## src/rtl/axil_read_slave.sv

```systemverilog
// axil_read_slave: AXI4-Lite read-only slave over four local registers.
// Ports: clk/rstn; AR channel s_araddr, s_arvalid, s_arready;
//   R channel s_rdata, s_rresp, s_rvalid, s_rready;
//   local write port reg_we, reg_idx, reg_wdata.
// Build macro AXIL_RD_SLVERR_EN: addresses with any bit above bit 3
//   set return SLVERR (s_rresp=2'b10) with zero data.
module axil_read_slave #(
    parameter int ADDR_W      = 8,
    parameter int DATA_W      = 32,
    parameter int WAIT_CYCLES = 2
) (
    input  logic              clk,
    input  logic              rstn,
    input  logic [ADDR_W-1:0] s_araddr,
    input  logic              s_arvalid,
    output logic              s_arready,
    output logic [DATA_W-1:0] s_rdata,
    output logic [1:0]        s_rresp,
    output logic              s_rvalid,
    input  logic              s_rready,
    input  logic              reg_we,
    input  logic [1:0]        reg_idx,
    input  logic [DATA_W-1:0] reg_wdata
);

    localparam logic [1:0] IDLE = 2'b00;
    localparam logic [1:0] WAIT = 2'b01;
    localparam logic [1:0] RESP = 2'b10;

    localparam logic [3:0] WAIT_INIT = 4'(WAIT_CYCLES);

    logic [1:0]        state;
    logic [3:0]        cnt;
    logic [1:0]        cap_idx;
    logic              cap_err;
    logic              ar_err;
    logic              ar_hs;
    logic [DATA_W-1:0] regs [4];

    // Only bits [3:2] select a register; the rest feed the range check
    // when it is built in.
    logic addr_unused;
    assign addr_unused = ^s_araddr;

`ifdef AXIL_RD_SLVERR_EN
    assign ar_err = |(s_araddr >> 4);
`else
    assign ar_err = 1'b0;
`endif

    assign ar_hs = s_arvalid && s_arready;

    always_ff @(posedge clk or negedge rstn) begin
        if (!rstn) begin
            for (int i = 0; i < 4; i++) regs[i] <= '0;
        end else if (reg_we) begin
            regs[reg_idx] <= reg_wdata;
        end
    end

    // RESP has two phases: the first edge in RESP loads the data and
    // raises s_rvalid (a same-edge local write is not yet visible), then
    // the beat is held until s_rready.
    always_ff @(posedge clk or negedge rstn) begin
        if (!rstn) begin
            state     <= IDLE;
            cnt       <= '0;
            cap_idx   <= '0;
            cap_err   <= 1'b0;
            s_arready <= 1'b0;
            s_rvalid  <= 1'b0;
            s_rdata   <= '0;
            s_rresp   <= 2'b00;
        end else begin
            unique case (state)
                IDLE: begin
                    s_arready <= 1'b1;
                    if (ar_hs) begin
                        cap_idx   <= s_araddr[3:2];
                        cap_err   <= ar_err;
                        s_arready <= 1'b0;
                        if (WAIT_CYCLES == 0) begin
                            state <= RESP;
                        end else begin
                            state <= WAIT;
                            cnt   <= WAIT_INIT;
                        end
                    end
                end
                WAIT: begin
                    cnt <= cnt - 4'd1;
                    if (cnt == 4'd1) state <= RESP;
                end
                RESP: begin
                    if (!s_rvalid) begin
                        s_rvalid <= 1'b1;
                        s_rdata  <= cap_err ? '0 : regs[cap_idx];
                        s_rresp  <= cap_err ? 2'b10 : 2'b00;
                    end else if (s_rready) begin
                        s_rvalid  <= 1'b0;
                        s_arready <= 1'b1;
                        state     <= IDLE;
                    end
                end
                default: state <= IDLE;
            endcase
        end
    end

endmodule

```

## config.mk

```make
export PLATFORM = sky130hd
export DESIGN_NAME = axil_read_slave
export DESIGN_NICKNAME = d
export VERILOG_FILES = /design/src/rtl/axil_read_slave.sv
export SDC_FILE = /design/constraint.sdc
export NUM_CORES = 1
export LEC_CHECK = 0
export CELL_PAD_IN_SITES_DETAIL_PLACEMENT = 0
export CELL_PAD_IN_SITES_GLOBAL_PLACEMENT = 1
export CORE_MARGIN = 5
export CORE_UTILIZATION = 43
export DETAILED_ROUTE_END_ITERATION = 10
export HOLD_SLACK_MARGIN = 0.02
export PLACE_DENSITY_LB_ADDON = 0.1
export SLEW_MARGIN = 20
export SYNTH_ARGS = -nofsm -noshare
export SYNTH_HDL_FRONTEND = slang
export SYNTH_SLANG_ARGS = --single-unit
export TNS_END_PERCENT = 30
```

## constraint.sdc

```tcl
create_clock -name clk -period 1.5 [get_ports clk]
set_input_delay 0.3 -clock clk [delete_from_list [all_inputs] [get_ports clk]]
set_output_delay 0.3 -clock clk [all_outputs]
set_load 0.005 [all_outputs]
```

=== Word-level counts from Yosys, hierarchy flattened ===
Index checks and enable logic that the tools add are counted.

* Input bits: 47
* Output and inout port bits: 36
* Bits in registers: 170

* Multiplexer cells: 19
* Add/subtract/negate cells: 1
* Bitwise gates (word level): 3
* Magnitude comparators: 3
* Eq/ne operators: 7
* Reductions and logical operators: 10

{| class="wikitable"
|+ Operator list
! kind !! count
|-
| $bwmux 128 || 1
|-
| $mux 32 || 3
|-
| $bmux 32 s2 || 1
|-
| $demux 32 s2 || 1
|-
| $mux 2 || 4
|-
| $ne 2x2->1 const B || 4
|-
| $pmux 4 s2 || 1
|-
| $ge 3x3->1 const B || 2
|-
| $not 2->3 || 2
|-
| $pmux 2 s3 || 1
|-
| $reduce_and 2->1 || 3
|-
| $mux 1 || 5
|-
| $eq 4x1->1 const B || 1
|-
| $mux 4 || 1
|-
| $reduce_and 4->1 || 1
|-
| $reduce_bool 2->1 || 2
|-
| $sub 4x1->4 const B || 1
|-
| $lt 3x1->1 const B || 1
|-
| $reduce_and 3->1 || 1
|-
| $eq 2x1->1 const B || 1
|-
| $eq 2x2->1 const B || 1
|-
| $logic_and 1x1->1 || 2
|-
| $logic_not 2->1 || 1
|-
| $pmux 1 s2 || 1
|-
| $not 1->1 || 1
|}

=== Logic depth before layout (Yosys ltp) ===
Gate-level depths: netlist (run 1).

* Word-level depth: 6
* Depth in mapped cells: 5
* Depth with buffers taken out: 5

=== Worst setup path after synthesis (run 1) ===
Ideal clock, no wire load.

* Path kind: register to register
* Start point: register state[0]
* End point: register s_rdata[10]
* Data arrival time: 1.193 ns
* Setup time: 0.133 ns
* Buffers on the path: 2
* Stages on the path, launching flop included: 6
* Period minus slack after synthesis: 1.326 ns
* Slack: 0.174 ns
* Path through: dfrtp_1 > or3b_1 > buf_2 > buf_4 > nand2_1 > o221ai_2

* Longest elaborated chain between the ends: 2

{| class="wikitable"
|+ RTL lines
! what !! line !! RTL
|-
| start: declaration || 32 || <nowiki>logic [1:0] state;</nowiki>
|-
| start signal: assignment || 66 || <nowiki>state <= IDLE;</nowiki>
|-
| start signal: assignment || 83 || <nowiki>state <= RESP;</nowiki>
|-
| start signal: assignment || 85 || <nowiki>state <= WAIT;</nowiki>
|-
| $eq 2x2->1 || 75 || <nowiki>unique case (state)</nowiki>
|-
| $reduce_and 2->1 (no line) || n/a ||
|-
| end signal: assignment || 97 || <nowiki>s_rdata <= cap_err ? '0 : regs[cap_idx];</nowiki>
|-
| end: declaration || 17 || <nowiki>output logic [DATA_W-1:0] s_rdata,</nowiki>
|}

No other way between the ends.
A chain may end at the register's enable or synchronous reset.

=== Worst setup path in the final report (run 1) ===
* Start point: register state[0]
* End point: register s_rdata[28]

The elaborated chain is that of the path after synthesis.

==> key figures, run 1 <==
Clocking
  – CTS tree: built
  – CTS buffer count: 17
  – H-tree depth: 4
  – Worst-path clk slew: 0.07 ns
  – Root buffer cell: clkbuf_16
  – Clock sink count: 170
  – Max clock buf depth: 2
  – Clock latency at the later pin of the worst-skew pair: 0.41 ns

Route
  – Final wirelength: 15,600 um
  – Max layer used: met4
  – Routed wl met2: 7520 um
  – Metal3 WL: 475 um
  – Routed Antenna Nets: 0
  – DRT Pass-1 Iters: 4
  – Via density: 5.22
  – Remaining DRCs: 0
  – Drt initial violations: 108
  – Wl on met1: 7450 um
  – Routed length per instance: 18.8 um
  – Via count: ~4,300

Cells and area
  – Syn-to-layout area delta: 24.3%
  – Layout cells sized above 1: a little over a third
  – Final Util: 53.8%
  – Ant diodes: 0
  – Nets@finish: around 640
  – Fin cells: 829
  – Design Area, Final: 0.00921 sq mm

STA
  – Period utilization: a little over nine tenths
  – Final setup TNS: 0 ns
  – Final Hold Vio Count: 0
  – # setup viols final: 0
  – Clock Skew: 0.0123 ns
  – Highest Clock Rate: 690 MHz
  – Smallest hold slack: 0.321 ns
  – Slew Limit Fails: 0
  – Post-layout min period: 1.45 ns

Floorplanning
  – Die area: ~0.02 sq mm
  – Io pins: 83
  – Core area: roughly 0.017 sq mm
  – Num rows: 48
  – Vert. Die Dim: 141 um
  – Die X-Extent: 141 um
  – Initial core utilization: a little over two fifths

Power and ir drop
  – Pleak: 4.15 nW
  – Worst VDD drop: 900 uV
  – Cell Pwr Density: 1630 mW/mm^2

Place
  – RePlAce Congestion: a little over 0.7
  – DP Area: 0.00862 sq mm
  – I/O Buffers: 74
  – Post-DP HPWL: about 10,000 um
  – Dpl cells: 794

Worst setup path
  – Reg2reg start: state[0]
  – Reg2reg path depth: 5
  – Crit-path max cell delay: 0.37 ns
  – Crit path top cell by count: buf_4
  – Crit. End Element: flip-flop
  – Crit path launch type: flip-flop
  – Buf/Inv on CP: 2
  – Required time worst endpoint: 1.83 ns
  – Delay-heaviest family, CP: buffers and inverters
  – Cell chain of the critical path: buf_4 > and2b_1 > nand3b_1 > buf_4 > o221ai_2
  – CP Class: flip-flop to flip-flop
  – Crit-path max FO: 12
  – CP startpoint: state[0]
  – CP arrival: 1.78 ns
  – Stages on worst setup path: 5
  – CP max-delay cell: dfrtp_1

Logic synthesis
  – Synth cell types: 32
  – Synthesized instance count: 500
  – Yosys warns: 0
  – Flops & latches, synth: 170
  – Top FF cell, synth: dfrtp_1
  – Cell Area, Synth: 0.00741 sq mm
  – Syn_area_per_cell: 14.8 sq um
  – Post-synthesis sequential area ratio: 57.4%
  – Post-synth EDFFs: 0
  – Asr flop ratio synth: 100%

Global routing
  – Global-route wire length before repair: 26,200 um
  – Largest net degree at the start of global routing: 52
  – Total track usage: ~17%
  – Initial antenna violation count: 0
  – Vias in the first global route: 4,805
  – GRT Residual Overflow: 0

Status
  – Status: completed

Worst hold path
  – HP Class: primary input to async pin

Run
  – # Max-Cap Violations: 0
==> metrics by stage <==
step                setup slack [ns]  total power [mW]
global placement              -0.370              10.8
finish                        0.0501              15.0
CTS                          0.00545              15.2
global route               -0.000673              15.9
detailed placement            -0.389              10.9
floorplan                      0.174              9.11
==> flip-flops by register name, summed over array words and instances, names as in the netlist <==
| signal | cells |
|---|---|
| state | 2 |
| s_rvalid | 1 |
| cnt | 4 |
| cap_idx | 2 |
| s_arready | 1 |
| s_rdata | 32 |
| regs | 128 |
==> worst register-to-register path, delay by kind of cell (launching register included) <==
family / cells / cell delay, ns
simple gates: 2 / 0.36
buf+inv: 2 / 0.40
flops: 1 / 0.37
compound gates: 1 / 0.22
==> cells in the final DEF (no fill, tap or decap), types with 4 or more instances in the layout <==
cell             synthesis  layout
clkbuf_16                0      17
mux2_2                 126     126
o221ai_2                30      30
mux2_1                   4       4
clkdlybuf4s50_1          0      38
dfrtp_1                170     169
nand3b_1                 4       4
clkbuf_1                 2       4
buf_12                   0      14
nand2_1                 39      39
mux2i_1                 64      64
dlygate4sd2_1            0      33
buf_4                    9      16
==> cell families (layout without fill, tap and decap cells) <==
logic type / after synthesis / count (layout) / share of synthesized area [%]
mux: 194 / 194 / 28.4
flops: 170 / 170 / 57.4
simple gates: 56 / 56 / 3.60
compound gates: 39 / 39 / 6.89
buf+inv: 36 / 139 / 3.09
fa+ha+maj: 2 / 2 / 0.338
xor+xnor: 2 / 2 / 0.236
other cells: 1 / 2 / 0.0506
==> report_power, final <==
group / switching [mW] / total [mW] / internal (mW) / leakage, nW
registers: 0.638 / 6.33 / 5.69 / 2.06
clock network: 1.67 / 4.36 / 2.69 / 0.283
logic: 1.94 / 4.29 / 2.35 / 1.80
total: 4.25 / 15.0 / 10.7 / 4.15
==> layout make-up <==
class                      count  area [sq um]
fill                        1428          7910
clock inverter                 8           120
sequential                   170          4260
timing repair buffer         106          1120
multi-input combinational    295          2950
clock buffer                  23           468
inverter                       2          7.51
tap                          225           282
==> what timing repair did <==
| action | 4_1_cts | 5_1_grt |
|---|---|---|
| cloned | 0 | 0 |
| endpoints found under the hold margin | 22 | 0 |
| pin swaps | 0 | 1 |
| setup endpoints to repair | 34 | 59 |
| buffers inserted | 3 | 0 |
| hold buffers | 1 | 0 |
| resized for setup | 36 | 3 |
==> path summary, 6_finish.rpt <==
check                               to  slack [ns]
max                        s_rdata[28]        0.05
min                         s_rdata[5]        0.32
max reg2reg                s_rdata[28]        0.05
min reg2reg                 s_rdata[8]        0.48
max in group asynchronous    regs[103]        0.59
min in group clk            s_rdata[8]        0.48
==> per-layer routing <==
metal | vias up | GRT usage (%)
met5 | - | 0
met4 | 0 | 4.28
met3 | 8 | 3.40
met2 | 64 | 27.3
met1 | 2239 | 23.1
li1 | 2018 | -
==> cell usage after synthesis (2+ instances only) <==
cell,number,area [sq um]
o221ai_2,30,450
buf_6,5,56.3
mux2i_1,64,641
o21ai_0,3,15.0
buf_4,9,67.6
inv_1,2,7.51
nand3b_1,4,30.0
mux2_1,4,45.0
clkbuf_1,2,7.51
buf_2,18,90.1
mux2_2,126,1420
ha_1,2,25.0
o221ai_1,2,17.5
nand3_1,3,15.0
xnor2_1,2,17.5
dfrtp_1,170,4250
nand2_1,39,146
(Power assumes the default switching activity.)
==> run 2, diff against run 1 <==
--- a/config.mk
+++ b/config.mk
@@ -12,6 +12,7 @@
 export DETAILED_ROUTE_END_ITERATION = 10
 export HOLD_SLACK_MARGIN = 0.02
 export PLACE_DENSITY_LB_ADDON = 0.1
+export SETUP_SLACK_MARGIN = 0.5
 export SLEW_MARGIN = 20
 export SYNTH_ARGS = -nofsm -noshare
 export SYNTH_HDL_FRONTEND = slang
==> constraint.sdc (replaced) <==
create_clock -name clk -period 1.7 [get_ports clk]
set_input_delay 0.34 -clock clk [delete_from_list [all_inputs] [get_ports clk]]
set_output_delay 0.34 -clock clk [all_outputs]
set_load 0.005 [all_outputs]
==> key figures, run 2 (synthesis results as in run 1) <==
Route
  – Remaining DRCs: 0 (unchanged)
  – Via count: 4,566 (+5.5%)
  – Routed length per instance: 20.0 um (+6.6%)
  – Routed Antenna Nets: 0 (unchanged)
  – Drt initial violations: 163 (+51%)
  – Final wirelength: 17,100 um (+10%)
  – DRT Pass-1 Iters: 4 (unchanged)
  – Via density: 5.33 (+2.1%)

Place
  – Dpl cells: 796 (+0.25%)
  – RePlAce Congestion: 0.719 (+0.28%)
  – Post-DP HPWL: 10,200 um (about the same)
  – I/O Buffers: 74 (unchanged)
  – Pre-CTS setup slack: -0.205 ns (+0.184 ns)

Floorplanning
  – Die X-Extent: 141 um (unchanged)
  – Num rows: 48 (unchanged)
  – Core area: 0.0171 sq mm (unchanged)
  – Io pins: 83 (unchanged)
  – Initial core utilization: 43.3% (unchanged)
  – Vert. Die Dim: 141 um (unchanged)
  – Die area: 0.0200 sq mm (unchanged)

Worst setup path
  – Crit path launch type: flip-flop
  – Crit. End Element: flip-flop
  – CP startpoint: state[0]
  – Crit-path max FO: 13 (+1)
  – FF-to-FF setup slack: 0.23 ns (+0.18 ns)
  – CP endpoint: s_rdata[18]
  – CP arrival: 1.76 ns (-0.02 ns)
  – Reg2reg start: state[0]
  – CP Class: flip-flop to flip-flop
  – Reg2reg path depth: 4 (-1)
  – Reg-to-Reg End: s_rdata[18]
  – Required time worst endpoint: 1.98 ns (+0.15 ns)

STA
  – Highest Clock Rate: 679 MHz (-1.6%)
  – Period utilization: 86.7% (-10 points)
  – Final worst setup slack: 0.226 ns (+0.176 ns)
  – Clock Skew: 0.00804 ns (-0.00425 ns)
  – Slew Limit Fails: 0 (unchanged)
  – RSZ-0062 raised after global routing: true
  – Post-layout min period: 1.47 ns (+0.0238 ns)
  – Final Hold Vio Count: 0 (unchanged)
  – # setup viols final: 0 (unchanged)
  – Final setup TNS: 0 ns (unchanged)

Cells and area
  – Most common cell after layout, fill and taps aside: dfrtp_1
  – Ant diodes: 0 (unchanged)
  – Fill count: 1,426 (-0.14%)
  – Reg area: 0.00426 sq mm (about the same)
  – Layout cells sized above 1: 46.9% (+10 points)
  – Nets@finish: 668 (+4.2%)
  – Fin cells: 856 (+3.3%)
  – Syn-to-layout area delta: 29.2%
  – Largest register FFs: 128 (unchanged)
  – Biggest regs: regs x128, s_rdata x32, cnt x4
  – Commonest cells after routing, fill and taps aside: dfrtp_1, mux2_2, mux2i_1
  – Final Util: 55.9% (+2.1 points)
  – Area of the multi-input gates: 0.00304 sq mm (+2.9%)
  – Reg with most FFs: regs

Clocking
  – CTS tree: built
  – Clock latency at the later pin of the worst-skew pair: 0.42 ns (about the same)
  – Root buffer cell: clkbuf_16
  – Clock sink count: 170 (unchanged)
  – H-tree depth: 4 (unchanged)
  – Worst-path clk slew: 0.06 ns (about the same)
  – Max clock buf depth: 2 (unchanged)
  – CTS buffer count: 17 (unchanged)

Power and ir drop
  – Reg power frac: 41.4% (-0.9 points)
  – Cell Pwr Density: 1420 mW/mm^2 (-12%)
  – Worst VDD drop: 768 uV (-15%)
  – Switch Pwr: 3.95 mW (-7.0%)
  – Pleak: 4.34 nW (+4.7%)
  – Gate power share: 30.1% (+1.5 points)
  – Clock Power Share: 28.5% (-0.6 points)
  – Switching Fraction: 29.0% (+0.62 points)
  – Pint: 9.68 mW (-9.8%)

Global routing
  – GRT Residual Overflow: 0 (unchanged)
  – Total track usage: 17.4% (+0.69 points)
  – Global-route wire length before repair: 27,100 um (+3.3%)
  – Initial antenna violation count: 1 (+1)
  – Largest net degree at the start of global routing: 41 (-21%)
  – Vias in the first global route: 5,020 (+4.5%)

Run
  – # Max-Cap Violations: 0 (unchanged)

Worst hold path
  – HP Class: primary input to async pin

Status
  – Status: completed
[run 2: cell count changes in the layout (fill, tap and decap cells not counted), sizes merged, moves of 2 or more]
cell,previous run,this run
clkbuf,23,28
dlymetal6s2s,1,3
dlygate4sd2,33,0
buf,32,89
clkdlybuf4s50,38,36
[run 2: worst max-delay path: stages (launching register included)]
cell      delay (ns)
dfrtp_1         0.43
or3b_4          0.50
buf_12          0.20
nand2_1         0.11
o221ai_4        0.10
[run 2: worst min path at each step]
stage,endpoint
2_1_floorplan,cap_idx[0]
3_3_place_gp,s_rdata[5]
3_5_place_dp,s_rdata[5]
4_1_cts,s_rdata[5]
5_1_grt,regs[70]
6_report,s_rdata[5]
[run 2: repair_timing]
| action | CTS | global route |
|---|---|---|
| gates resized for setup | 160 | 10 |
| endpoints found under the hold margin | 28 | 0 |
| hold buffers | 1 | 0 |
| pin swaps | 10 | 23 |
| setup buffers | 18 | 2 |
| endpoints found under the setup margin | 201 | 202 |
| gates cloned | 3 | 5 |
[run 2: per-layer routing]
metal	routed length, um	vias to the layer above	GRT usage [%]	share of wire (%)
met4	197	2	5.05	1.1
li1	-	2057	-	-
met1	7760	2411	22.8	45
met5	7	-	0	0.041
met3	595	18	3.61	3.5
met2	8580	78	29.4	50
[run 2: power groups by stage]
stage	registers, mW	logic [mW]	clock network, mW
CTS	5.64	4.03	3.99
global placement	5.66	3.87	0
finish	5.64	4.10	3.88
global route	5.76	4.48	4.14
detailed placement	5.71	3.94	0
floorplan	5.52	2.54	0
[run 2: cell type report]
type / instances / share of cell area [%]
sequential: 170 / 44.5
multi-input combinational: 295 / 31.7
timing repair buffer: 133 / 14.5
clock buffer: 24 / 5.35
tap: 225 / 2.94
clock inverter: 7 / 0.915
inverter: 2 / 0.0784
[run 2: per-stage QoR]
step	power [mW]	area, sq um	hold slack (ns)
after global routing	14.4	9570	0.432
final	13.6	9570	0.390
after detailed placement	9.66	8650	0.267
after global placement	9.53	8650	0.267
after floorplan	8.06	7440	0.0444
after CTS	13.7	9380	0.382
